`src/rtl/apb_eg_slave_pkg.sv`:
```
// rtl/apb_eg_slave_pkg.sv - shared constants, ID values and FSM state type for the APB example register bank
package apb_eg_slave_pkg;

  localparam logic [11:0] ID_BASE   = 12'hFC0;
  localparam logic [11:0] LOCK_ADDR = 12'hF00;
  localparam logic [15:0] LOCK_KEY  = 16'hA5A5;

  localparam logic [7:0] PID0 = 8'h18;
  localparam logic [7:0] PID1 = 8'hB8;
  localparam logic [7:0] PID2 = 8'h1B;
  localparam logic [7:0] PID4 = 8'h04;
  localparam logic [7:0] PID5 = 8'h00;
  localparam logic [7:0] PID6 = 8'h00;
  localparam logic [7:0] PID7 = 8'h00;
  localparam logic [7:0] CID0 = 8'h0D;
  localparam logic [7:0] CID1 = 8'hF0;
  localparam logic [7:0] CID2 = 8'h05;
  localparam logic [7:0] CID3 = 8'hB1;

  typedef enum logic [1:0] {IDLE, WAIT, RESP} state_t;

  // Word offset within the 64-byte ID window; offsets 0-3 are reserved and read 0.
  function automatic logic [7:0] id_byte(input logic [3:0] off, input logic [3:0] eco);
    logic [7:0] v;
    case (off)
      4'd4:    v = PID4;
      4'd5:    v = PID5;
      4'd6:    v = PID6;
      4'd7:    v = PID7;
      4'd8:    v = PID0;
      4'd9:    v = PID1;
      4'd10:   v = PID2;
      4'd11:   v = {eco, 4'h0};
      4'd12:   v = CID0;
      4'd13:   v = CID1;
      4'd14:   v = CID2;
      4'd15:   v = CID3;
      default: v = 8'h00;
    endcase
    return v;
  endfunction

endpackage

```
`src/rtl/apb_eg_slave_wait_ctrl.sv`:
```
// rtl/apb_eg_slave_wait_ctrl.sv - access FSM with programmable wait states
// commit marks the cycle whose closing edge enters RESP; ready is high for the RESP cycle.
module apb_eg_slave_wait_ctrl
  import apb_eg_slave_pkg::*;
#(
  parameter int WAIT_STATES = 0
) (
  input  logic pclk,
  input  logic preset,
  input  logic req,
  output logic commit,
  output logic ready
);

  state_t     state;
  logic [3:0] cnt;

  always_comb begin
    commit = 1'b0;
    if (state == IDLE && req && WAIT_STATES == 0)
      commit = 1'b1;
    else if (state == WAIT && cnt == 4'd0)
      commit = 1'b1;
  end

  always_ff @(posedge pclk or posedge preset) begin
    if (preset) begin
      state <= IDLE;
      cnt   <= 4'd0;
      ready <= 1'b0;
    end else begin
      ready <= commit;
      case (state)
        IDLE: begin
          if (req) begin
            if (WAIT_STATES == 0) begin
              state <= RESP;
            end else begin
              state <= WAIT;
              cnt   <= 4'(WAIT_STATES - 1);
            end
          end
        end
        WAIT: begin
          if (cnt == 4'd0) state <= RESP;
          else             cnt   <= cnt - 4'd1;
        end
        RESP:    state <= IDLE;
        default: state <= IDLE;
      endcase
    end
  end

endmodule

```
`src/rtl/apb_eg_slave_regbank.sv`:
```
// rtl/apb_eg_slave_regbank.sv - APB example slave register bank with ID registers and error responses
// Optional lock register at 0xF00 when APB_EG_REGBANK_LOCK_EN is defined.
module apb_eg_slave_regbank
  import apb_eg_slave_pkg::*;
#(
  parameter int ADDRWIDTH       = 12,
  parameter int NUM_REGS        = 4,
  parameter int WAIT_STATES     = 0,
  parameter int ERR_ON_UNMAPPED = 1
) (
  input  logic                 pclk,
  input  logic                 preset,
  input  logic [ADDRWIDTH-1:0] addr,
  input  logic                 read_en,
  input  logic                 write_en,
  input  logic [31:0]          wdata,
  input  logic [3:0]           wstrb,
  input  logic [3:0]           ecorevnum,
  output logic [31:0]          rdata,
  output logic                 ready,
  output logic                 slverr
);

  localparam int IDXW = (NUM_REGS > 1) ? $clog2(NUM_REGS) : 1;

  logic [31:0]          regs [NUM_REGS];
  logic [ADDRWIDTH-3:0] word_idx;
  logic [IDXW-1:0]      reg_idx;
  logic                 data_hit, id_hit, commit;
  logic [31:0]          rd_val;
  logic                 err, do_wr;
  logic                 unused_addr_lsbs;

  assign unused_addr_lsbs = ^addr[1:0];
  assign word_idx = addr[ADDRWIDTH-1:2];
  assign reg_idx  = word_idx[IDXW-1:0];
  assign data_hit = 32'(word_idx) < NUM_REGS;
  assign id_hit   = addr[ADDRWIDTH-1:6] == ID_BASE[11:6];

`ifdef APB_EG_REGBANK_LOCK_EN
  logic lock_q, lock_hit, lock_set, lock_clr;
  assign lock_hit = addr[ADDRWIDTH-1:2] == LOCK_ADDR[11:2];
`endif

  apb_eg_slave_wait_ctrl #(.WAIT_STATES(WAIT_STATES)) u_wait_ctrl (
    .pclk   (pclk),
    .preset (preset),
    .req    (read_en | write_en),
    .commit (commit),
    .ready  (ready)
  );

  always_comb begin
    rd_val = 32'h0;
    err    = 1'b0;
    do_wr  = 1'b0;
`ifdef APB_EG_REGBANK_LOCK_EN
    lock_set = 1'b0;
    lock_clr = 1'b0;
`endif
    if (read_en && write_en) begin
      err = 1'b1;
    end else if (data_hit) begin
      if (write_en) begin
`ifdef APB_EG_REGBANK_LOCK_EN
        if (lock_q) err = 1'b1;
        else        do_wr = 1'b1;
`else
        do_wr = 1'b1;
`endif
      end else begin
        rd_val = regs[reg_idx];
      end
`ifdef APB_EG_REGBANK_LOCK_EN
    end else if (lock_hit) begin
      if (write_en) begin
        // Only the two exact key words with all strobes change the lock.
        if (wstrb == 4'hF && wdata[31:16] == LOCK_KEY && wdata[15:1] == 15'h0) begin
          lock_set = wdata[0];
          lock_clr = ~wdata[0];
        end else begin
          err = 1'b1;
        end
      end else begin
        rd_val = {31'h0, lock_q};
      end
`endif
    end else if (id_hit) begin
      if (write_en) err = 1'b1;
      else          rd_val = {24'h0, id_byte(addr[5:2], ecorevnum)};
    end else begin
      err = (ERR_ON_UNMAPPED != 0);
    end
  end

  always_ff @(posedge pclk or posedge preset) begin
    if (preset) begin
      for (int i = 0; i < NUM_REGS; i++) regs[i] <= 32'h0;
    end else if (commit && do_wr) begin
      for (int b = 0; b < 4; b++)
        if (wstrb[b]) regs[reg_idx][8*b +: 8] <= wdata[8*b +: 8];
    end
  end

`ifdef APB_EG_REGBANK_LOCK_EN
  always_ff @(posedge pclk or posedge preset) begin
    if (preset)                lock_q <= 1'b0;
    else if (commit && lock_set) lock_q <= 1'b1;
    else if (commit && lock_clr) lock_q <= 1'b0;
  end
`endif

  // Response registers are zero outside the RESP cycle.
  always_ff @(posedge pclk or posedge preset) begin
    if (preset) begin
      rdata  <= 32'h0;
      slverr <= 1'b0;
    end else begin
      rdata  <= commit ? rd_val : 32'h0;
      slverr <= commit & err;
    end
  end

endmodule

```
`config.mk`:
```
export PLATFORM = sky130hd
export DESIGN_NAME = apb_eg_slave_regbank
export DESIGN_NICKNAME = d
export VERILOG_FILES = /design/src/rtl/apb_eg_slave_pkg.sv /design/src/rtl/apb_eg_slave_wait_ctrl.sv /design/src/rtl/apb_eg_slave_regbank.sv
export SDC_FILE = /design/constraint.sdc
export NUM_CORES = 1
export LEC_CHECK = 0
export BUFFER_PORTS_ARGS = -buffer_cell sky130_fd_sc_hd__buf_2
export CAP_MARGIN = 30
export CORE_MARGIN = 2
export CORE_UTILIZATION = 57
export CTS_CLUSTER_DIAMETER = 50
export DETAILED_ROUTE_END_ITERATION = 10
export GPL_ROUTABILITY_DRIVEN = 0
export PLACE_DENSITY_LB_ADDON = 0.05
export SLEW_MARGIN = 20
export SYNTH_ARGS = -nofsm -noshare
export SYNTH_HDL_FRONTEND = slang
export SYNTH_SLANG_ARGS = --single-unit
export TNS_END_PERCENT = 1
```
`constraint.sdc`:
```
create_clock -name pclk -period 9 [get_ports pclk]
set_clock_uncertainty 0.1 [all_clocks]
set_input_delay 2.25 -clock pclk [delete_from_list [all_inputs] [get_ports pclk]]
set_output_delay 2.25 -clock pclk [all_outputs]
set_load 0.02 [all_outputs]
```
==> results of run 1 <==
## worst max-delay path: cells and delay by family
family,cells,cell delay (ns)
buffers and inverters,2,1.09
and+or+nand+nor,2,0.76
muxes,1,0.40
## report_power, final
| group | internal (W) | total, W | leakage [nW] | switching [W] |
|---|---|---|---|---|
| combinational | 0.0000231 | 0.0000726 | 1.65 | 0.0000494 |
| clock | 0.000416 | 0.000684 | 0.275 | 0.000268 |
| sequential | 0.000736 | 0.000738 | 2.27 | 0.00000194 |
## cell families (layout without fill, tap and decap cells)
group / after synthesis / count (layout) / share of synthesized area
xor+xnor: 1 / 1 / 0.00124
flops: 163 / 163 / 0.578
fa+ha+maj: 1 / 1 / 0.00142
mux: 160 / 160 / 0.311
buf+inv: 24 / 130 / 0.0154
compound gates: 15 / 15 / 0.0147
simple gates: 76 / 76 / 0.0781
## metal layers
metal / track usage / part of all wire / vias up / wire [um]
li1: - / - / 1830 / -
met1: 0.314 / 0.45 / 2128 / 6180
met2: 0.359 / 0.49 / 108 / 6690
met3: 0.0622 / 0.052 / 15 / 718
met4: 0.0683 / 0.011 / 0 / 157
met5: 0 / 0 / - / 0
## cell usage after synthesis, types with 2 or more instances
cell type / count / area [sq um]
a32oi_1: 2 / 17.5
nand2_1: 9 / 33.8
clkbuf_1: 7 / 26.3
nor2_2: 12 / 75.1
inv_1: 5 / 18.8
o211ai_1: 2 / 15.0
mux2_2: 120 / 1350
nor4_4: 2 / 42.5
nor3_1: 2 / 10.0
or4_1: 2 / 15.0
mux4_2: 32 / 721
mux2_4: 8 / 120
and3_1: 24 / 150
nand2b_1: 4 / 25.0
buf_2: 8 / 40.0
dfrtp_1: 163 / 4080
a22oi_1: 2 / 15.0
nor2_1: 9 / 33.8
nor3_4: 4 / 65.1
o21ai_0: 2 / 10.0
a21oi_1: 4 / 20.0
buf_1: 2 / 7.51
nand4_2: 3 / 37.5
## state kept, by name, summed over array words and instances (netlist names)
signal             flops
regs                 128
rdata                 32
u_wait_ctrl.state      1
slverr                 1
u_wait_ctrl.ready      1
## through the flow
stage	util	hold WS, ns	area, sq um
6_report	0.684	0.401	8240
5_1_grt	0.684	0.406	8240
4_1_cts	0.681	0.403	8220
3_5_place_dp	0.635	0.390	7660
3_3_place_gp	0.634	0.384	7650
2_1_floorplan	-	0.375	7050
## area by class of cell
type	count	share of cell area
flip-flops and latches	163	0.495
multi-input cells	253	0.348
clock buffers	28	0.0627
repair buffers	94	0.0613
well taps	168	0.0255
clock inverters	3	0.00531
inverters	5	0.00288
## worst max-delay path by stage
stage | start | to | cells past startpoint
floorplan | preset | rdata[0] | 1
global placement | addr[2] | regs[1] | 5
detailed placement | addr[2] | regs[13] | 5
CTS | addr[2] | regs[3] | 5
global route | addr[2] | regs[21] | 5
finish | addr[2] | regs[3] | 5
## layout by cell type, fill, tap and decap left out, types with 3 or more instances in the layout
cell type	instances
inv_1	4
mux2_4	8
a21oi_1	4
dfrtp_1	163
clkbuf_1	6
and3_1	24
nor2_1	9
mux4_2	32
clkbuf_8	5
nand2_1	9
mux2_2	120
clkbuf_16	17
buf_2	88
nor2_2	12
nand4_2	3
buf_4	5
nor3_4	4
nand2b_1	4
==> summary.txt, run 1 <==
GRT
  – Total track usage: 0.227
  – GRT overflow: 0
  – Largest net degree at the start of global routing: 86
  – Initial antenna violation count: 0
  – First-pass GRT wire length: 22,400 um
  – Vias in the first global route: 4,260

Logic synthesis
  – Post-synthesis sequential area ratio: 0.578
  – Synth Register Bits: 163
  – Post-Syn Area per Cell: 16.0 sq um
  – Async set-or-reset flop fraction in the synthesized netlist: 1.00
  – Prevailing post-synth register cell: dfrtp_1
  – Synth unique cells: 35
  – Warnings from Yosys: 0
  – Number of synthesized flops with an enable pin: 0
  – Syn nets: 496
  – Syn Inst Count: 440
  – Mapped cell area: 0.00705 sq mm

Flow run
  – Max-cap violations: 0

Clocking
  – # resized after CTS: 0
  – CTS sink count: 163
  – Post-CTS setup buffers: 0
  – CTS tree: yes
  – Hold bufs inserted after CTS: 0
  – Clock-pin slew on the worst setup and hold paths: 0.06 ns
  – H-tree depth: 4
  – Clk Latency, worst-skew pair: 0.42 ns
  – Maximum clock path buffer count: 2
  – Root Driver: clkbuf_16
  – TritonCTS buffer count: 17

Layout
  – Synth-to-Final Area Change: 16.9%
  – Number of fill cells: 873
  – Area of the multi-input gates: 0.00287 sq mm
  – Final nets: 590
  – Layout cell share with drive strength beyond 1: 0.557
  – Sequential cell area: 0.00408 sq mm
  – Number of diodes: 0
  – Filler-free cell count of the finished design: 714

Critical path
  – Crit path required time: 9.20 ns
  – Reg-to-reg slack, setup: 6.81 ns
  – WP data arrival: 4.52 ns
  – CP endpoint kind: flip-flop
  – Crit path largest cell delay: 0.55 ns
  – Critical path cell sequence: buf_2 -> buf_4 -> nand2_1 -> nor2_2 -> mux2_2
  – Crit Path Max Fanout: 23
  – Critical path's slowest cell: buf_2
  – R2R cell count: 4
  – RR Startpoint: u_wait_ctrl.state[1]
  – Kind of critical path: in2reg
  – Worst setup SP type: input port
  – Reg-to-Reg End: regs[41]

Place
  – DP HPWL: 8620 um
  – Pre-CTS WS: 4.19 ns
  – Port bufs: 87
  – Inst Count DP: 682

Power and ir drop
  – Cell Pwr Density: 181 mW/mm^2
  – Worst vdd ir: 0.000154 V
  – Leakage dissipation: 4.20 nW
  – Tot Pwr: 0.00149 W

Timing
  – Final Setup Violations: 0
  – Fin. Hold Viols: 0
  – RSZ-0062 raised after global routing: false
  – Final setup margin: 4.69 ns
  – Fin Setup TNS: 0 ns
  – Rel. slew slack: 0.502
  – Final Cycle Share: 0.479
  – Final Max Tran Viols: 0
  – Final min period: 4.31 ns
  – Slew @ Worst Pin: 0.747 ns
  – Fmax: 232 MHz

Hold path
  – Hold-critical path depth: 1
  – Hold Startpoint: regs[37]
  – Hold Path Class: reg2reg
  – Hold EP: regs[37]

Detailed routing
  – Via count: 4,081
  – Antenna viol nets, final: 0
  – Routed len/inst: 19.3 um
  – Drt total wl: 13,700 um
  – Vias/cell: 5.72
  – Drt first pass iters: 7
  – # DRC: 0
  – DRT iter0 DRCs: 247

Die
  – Die height: 115 um
  – Die width: 115 um
  – Num rows: 40
  – Die area: 0.0133 sq mm
  – Core area: 0.0121 sq mm
  – Initial core utilization: 0.585
  – Ports: 90

Outcome
  – Status: finished clean
Power figures use the tool's default switching activity.
==> run 2, diff against run 1 <==
==> constraint.sdc (replaced) <==
create_clock -name pclk -period 4.3 [get_ports pclk]
set_clock_uncertainty 0.1 [all_clocks]
set_input_delay 1.075 -clock pclk [delete_from_list [all_inputs] [get_ports pclk]]
set_output_delay 1.075 -clock pclk [all_outputs]
set_load 0.02 [all_outputs]
==> summary.txt, run 2 (synthesis results as in run 1) <==
Die
  – Die height: 115 um (unchanged)
  – Die width: 115 um (unchanged)
  – Num rows: 40 (unchanged)
  – Initial core utilization: 0.585 (unchanged)
  – Die area: 0.0133 sq mm (unchanged)
  – Core area: 0.0121 sq mm (unchanged)
  – Ports: 90 (unchanged)

Clocking
  – CTS sink count: 163 (unchanged)
  – H-tree depth: 4 (unchanged)
  – CTS tree: yes
  – Hold bufs inserted after CTS: 0 (unchanged)
  – Root Driver: clkbuf_16
  – Clk Latency, worst-skew pair: 0.41 ns (about the same)
  – # resized after CTS: 0 (unchanged)
  – TritonCTS buffer count: 17 (unchanged)
  – Maximum clock path buffer count: 2 (unchanged)
  – Post-CTS setup buffers: 0 (unchanged)
  – Clock-pin slew on the worst setup and hold paths: 0.06 ns (about the same)

Layout
  – Largest Register: regs
  – Final instance area: 0.00828 sq mm (+0.49%)
  – Number of fill cells: 858 (-1.7%)
  – Area of the multi-input gates: 0.00287 sq mm (+0.22%)
  – Number of diodes: 0 (unchanged)
  – Most frequent cells in the layout: dfrtp_1, mux2_2, buf_2
  – Sequential cell area: 0.00408 sq mm (unchanged)
  – Biggest regs: regs x128, rdata x32
  – Post-layout util: 0.687 (+0.00332)
  – Layout cell share with drive strength beyond 1: 0.566 (+0.00971)
  – Largest register FFs: 128 (unchanged)
  – Synth-to-Final Area Change: 17.5%
  – Filler-free cell count of the finished design: 717 (+0.42%)
  – Final nets: 592 (+0.34%)
  – Most common cell after layout, fill and taps aside: dfrtp_1

Power and ir drop
  – Internal power: 0.00245 W (+110%)
  – Seq pwr share: 0.493 (about the same)
  – Clk pwr share: 0.457 (about the same)
  – Cell Pwr Density: 378 mW/mm^2 (+110%)
  – Sw frac: 0.217 (+0.00367)
  – Tot Pwr: 0.00313 W (+110%)
  – Combinational Power Share: 0.050 (about the same)
  – Worst vdd ir: 0.000291 V (+89%)
  – Net Switching: 0.000681 W (+110%)
  – Leakage dissipation: 4.23 nW (+0.72%)

Timing
  – Fin. Hold Viols: 0 (unchanged)
  – Final min period: 2.73 ns
  – RSZ-0062 raised after global routing: false
  – Fin Setup TNS: 0 ns (unchanged)
  – Rel. slew slack: 0.507 (+0.00513)
  – Final Cycle Share: 0.635
  – Fmax: 366 MHz
  – Final Max Tran Viols: 0 (unchanged)
  – Final Setup Violations: 0 (unchanged)
  – Slew @ Worst Pin: 0.739 ns (-0.00770 ns)

Critical path
  – Kind of critical path: in2reg
  – Reg-to-reg slack, setup: 2.08 ns (-4.73 ns)
  – CP endpoint kind: flip-flop
  – Worst setup SP type: input port
  – Reg-to-Reg End: regs[12]
  – WP data arrival: 2.92 ns (-1.60 ns)
  – RR Startpoint: u_wait_ctrl.state[1]
  – Critical path's slowest cell: nor2_2
  – Crit path buffers/inverters: 1 (-1)
  – Critical path cell sequence: buf_2 -> nor4_4 -> nand4_2 -> nor2_2 -> mux2_2
  – Crit path largest cell delay: 0.52 ns (-0.03 ns)
  – Cell family with most CP delay: simple AND/OR/NAND/NOR gates
  – R2R cell count: 4 (unchanged)
  – Crit path required time: 4.49 ns (-4.71 ns)
  – Crit Path Max Fanout: 10 (-57%)

Hold path
  – Hold Path Class: reg2reg
  – Hold EP: regs[61]
  – Hold-critical path depth: 1 (unchanged)
  – Hold Startpoint: regs[61]

Place
  – Port bufs: 87 (unchanged)
  – Area after DPL: 0.00770 sq mm (+0.62%)
  – Inst Count DP: 684 (+0.29%)
  – DP HPWL: 9030 um (+4.7%)

Detailed routing
  – Drt total wl: 13,700 um (-0.50%)
  – DRT iter0 DRCs: 233 (-5.7%)
  – Via count: 4,070 (-0.27%)
  – Antenna viol nets, final: 0 (unchanged)
  – Routed len/inst: 19.1 um (-0.92%)
  – Drt first pass iters: 4 (-3)
  – Vias/cell: 5.68 (-0.69%)
  – # DRC: 0 (unchanged)

GRT
  – Total track usage: 0.224 (-0.00360)
  – Largest net degree at the start of global routing: 63 (-27%)
  – GRT overflow: 0 (unchanged)
  – Initial antenna violation count: 0 (unchanged)
  – First-pass GRT wire length: 22,400 um (about the same)
  – Vias in the first global route: 4,285 (+0.59%)

Outcome
  – Status: finished clean

Flow run
  – Max-cap violations: 0 (unchanged)
## run 2: cell count changes in the layout (fill, tap and decap cells not counted), sizes merged
cell      change
clkbuf        -8
clkinv        +8
buf           +2
bufinv        +1
clkinvlp      +1
inv           -1
## run 2: final cells by class
cell class / instances / share of cell area
multi-input cells: 253 / 0.347
well taps: 168 / 0.0254
inverters: 5 / 0.00272
clock buffers: 20 / 0.0539
repair buffers: 96 / 0.0652
flip-flops and latches: 163 / 0.492
clock inverters: 12 / 0.0137
## run 2: power by group through the flow
stage                     Combinational (W)  Sequential [W]  Clock, W
final                              0.000156         0.00154   0.00143
after floorplan                   0.0000826         0.00158         0
after global placement             0.000152         0.00157         0
after global routing               0.000173         0.00154   0.00152
after detailed placement           0.000157         0.00157         0
after CTS                          0.000157         0.00154   0.00145
## run 2: worst max-delay path by stage
stage	depth (start not counted)	endpoint	startpoint
final	5	regs[12]	addr[4]
after global routing	6	rdata[0]	addr[2]
after CTS	5	regs[12]	addr[4]
after detailed placement	4	regs[47]	addr[3]
after global placement	4	regs[45]	addr[3]
after floorplan	1	rdata[0]	preset
## run 2: per-layer routing
metal	up-vias	global-route usage	wire length (um)
met5	-	0	0
met4	0	0.0498	120
met3	10	0.0564	470
met2	68	0.359	6690
met1	2156	0.314	6400
li1	1836	-	-
## run 2: through the flow
stage                     hold slack [ns]  worst slack [ns]
after floorplan                     0.375              1.05
after global placement              0.384              1.09
after detailed placement            0.390              1.08
after CTS                           0.402              1.52
after global routing                0.413              1.39
final                               0.398              1.57
==> run 3, diff against run 2 <==
--- a/config.mk
+++ b/config.mk
@@ -8,7 +8,7 @@
 export BUFFER_PORTS_ARGS = -buffer_cell sky130_fd_sc_hd__buf_2
 export CAP_MARGIN = 30
 export CORE_MARGIN = 2
-export CORE_UTILIZATION = 57
+export CORE_UTILIZATION = 52
 export CTS_CLUSTER_DIAMETER = 50
 export DETAILED_ROUTE_END_ITERATION = 10
 export GPL_ROUTABILITY_DRIVEN = 0
==> constraint.sdc (replaced) <==
create_clock -name pclk -period 2.2 [get_ports pclk]
set_clock_uncertainty 0.1 [all_clocks]
set_input_delay 0.55 -clock pclk [delete_from_list [all_inputs] [get_ports pclk]]
set_output_delay 0.55 -clock pclk [all_outputs]
set_load 0.02 [all_outputs]
==> summary.txt, run 3 (synthesis results as in run 1) <==
Critical path
  – Critical path cell sequence: nor3b_4 -> buf_4 -> nand4_2 -> buf_4 -> nor3_4 -> buf_12 -> mux2_2
  – Crit Path Max Fanout: 8 (-2)
  – Crit path largest cell delay: 0.45 ns (-0.07 ns)
  – Worst setup SP type: flip-flop
  – Cell family with most CP delay: simple AND/OR/NAND/NOR gates
  – WP data arrival: 2.23 ns (-0.69 ns)
  – Critical path's slowest cell: dfrtp_1
  – Crit-path most repeated cell: buf_4
  – CP endpoint kind: flip-flop
  – Kind of critical path: reg2reg
  – Crit path buffers/inverters: 3 (+2)
  – Crit path required time: 2.40 ns (-2.09 ns)

Clocking
  – Hold bufs inserted after CTS: 0 (unchanged)
  – H-tree depth: 4 (unchanged)
  – CTS tree: yes
  – Post-CTS setup buffers: 0 (unchanged)
  – Root Driver: clkbuf_16
  – Maximum clock path buffer count: 2 (unchanged)
  – CTS sink count: 163 (unchanged)
  – Clock-pin slew on the worst setup and hold paths: 0.07 ns (about the same)
  – # resized after CTS: 0 (unchanged)
  – TritonCTS buffer count: 17 (unchanged)
  – Clk Latency, worst-skew pair: 0.42 ns (about the same)

Place
  – Port bufs: 87 (unchanged)
  – Inst Count DP: 732 (+7.0%)
  – Area after DPL: 0.00819 sq mm (+6.3%)
  – DP HPWL: 9950 um (+10%)

Layout
  – Number of fill cells: 995 (+16%)
  – Final instance area: 0.00879 sq mm (+6.1%)
  – Filler-free cell count of the finished design: 763 (+6.4%)
  – Number of diodes: 0 (unchanged)
  – Largest register FFs: 128 (unchanged)
  – Most common cell after layout, fill and taps aside: dfrtp_1
  – Biggest regs: regs x128, rdata x32
  – Post-layout util: 0.664 (-0.0233)
  – Synth-to-Final Area Change: 24.6%
  – Final nets: 631 (+6.6%)
  – Layout cell share with drive strength beyond 1: 0.596 (+0.0298)
  – Most frequent cells in the layout: dfrtp_1, mux2_2, buf_2
  – Largest Register: regs

Timing
  – Fmax: 493 MHz
  – Slew @ Worst Pin: 0.468 ns (-0.272 ns)
  – Final min period: 2.03 ns
  – RSZ-0062 raised after global routing: false
  – Final Max Tran Viols: 0 (unchanged)
  – Rel. slew slack: 0.688 (+0.181)
  – Fin Setup TNS: 0 ns (unchanged)
  – Final Setup Violations: 0 (unchanged)
  – Fin. Hold Viols: 0 (unchanged)
  – Final Cycle Share: 0.923

Flow run
  – Max-cap violations: 0 (unchanged)

GRT
  – Vias in the first global route: 4,643 (+8.4%)
  – GRT overflow: 0 (unchanged)
  – Total track usage: 0.223 (-0.000628)
  – Initial antenna violation count: 0 (unchanged)
  – Largest net degree at the start of global routing: 90 (+43%)
  – First-pass GRT wire length: 24,300 um (+8.3%)

Die
  – Initial core utilization: 0.533 (-0.0522)
  – Die width: 120 um (+4.5%)
  – Die area: 0.0145 sq mm (+9.3%)
  – Ports: 90 (unchanged)
  – Core area: 0.0132 sq mm (+9.8%)
  – Die height: 120 um (+4.5%)
  – Num rows: 42 (+5.0%)

Power and ir drop
  – Leakage dissipation: 4.47 nW (+5.8%)
  – Tot Pwr: 0.00630 W (+100%)
  – Worst vdd ir: 0.000462 V (+59%)
  – Cell Pwr Density: 717 mW/mm^2 (+90%)

Detailed routing
  – Antenna viol nets, final: 0 (unchanged)
  – Routed len/inst: 19.4 um (+1.5%)
  – Drt first pass iters: 4 (unchanged)
  – # DRC: 0 (unchanged)
  – DRT iter0 DRCs: 203 (-13%)
  – Via count: 4,257 (+4.6%)
  – Drt total wl: 14,800 um (+8.0%)
  – Vias/cell: 5.58 (-1.7%)

Hold path
  – Hold Path Class: in2async

Outcome
  – Status: finished clean
## run 3: worst paths after layout
kind	slack (ns)	cells past startpoint	startpoint	to
worst min-delay path	0.17	3	preset	regs[125]
max in group asynchronous	1.44	3	preset	regs[21]
worst max register to register	0.17	7	u_wait_ctrl.state[1]	regs[116]
worst max-delay path	0.17	7	u_wait_ctrl.state[1]	regs[116]
min in group pclk	0.30	2	wdata[12]	regs[108]
worst min register to register	0.40	1	regs[6]	regs[6]
## run 3: cell type report
class | count | area, sq um | area share
clock inverters | 8 | 100 | 0.0114
multi-input cells | 253 | 2870 | 0.327
clock buffers | 23 | 498 | 0.0567
flip-flops and latches | 163 | 4080 | 0.464
repair buffers | 135 | 996 | 0.113
inverters | 5 | 22.5 | 0.00256
well taps | 176 | 220 | 0.0251
## run 3: power by group
part	switching, W	internal (W)	total [W]
clock	0.00114	0.00181	0.00296
sequential	0.00000801	0.00301	0.00302
combinational	0.000209	0.000119	0.000328
total	0.00136	0.00494	0.00630
## run 3: per-stage QoR
stage / hold WS, ns / setup slack [ns]
floorplan: 0.375 / -0.521
detailed placement: 0.390 / -0.161
global placement: 0.383 / -0.151
global route: 0.214 / 0.0510
CTS: 0.184 / 0.135
finish: 0.175 / 0.170
## run 3: worst register-to-register path: cells and delay by family (launching register included)
kind                   cells  cell delay, ns
muxes                      1            0.34
buffers and inverters      3            0.51
and+or+nand+nor            3            0.52
DFF                        1            0.45
## run 3: per-layer routing
| layer | GRT usage | wire (um) | up-vias |
|---|---|---|---|
| li1 | - | - | 1906 |
| met1 | 0.303 | 6670 | 2249 |
| met2 | 0.359 | 7340 | 87 |
| met3 | 0.0538 | 590 | 15 |
| met4 | 0.0712 | 185 | 0 |
| met5 | 0 | 0 | - |
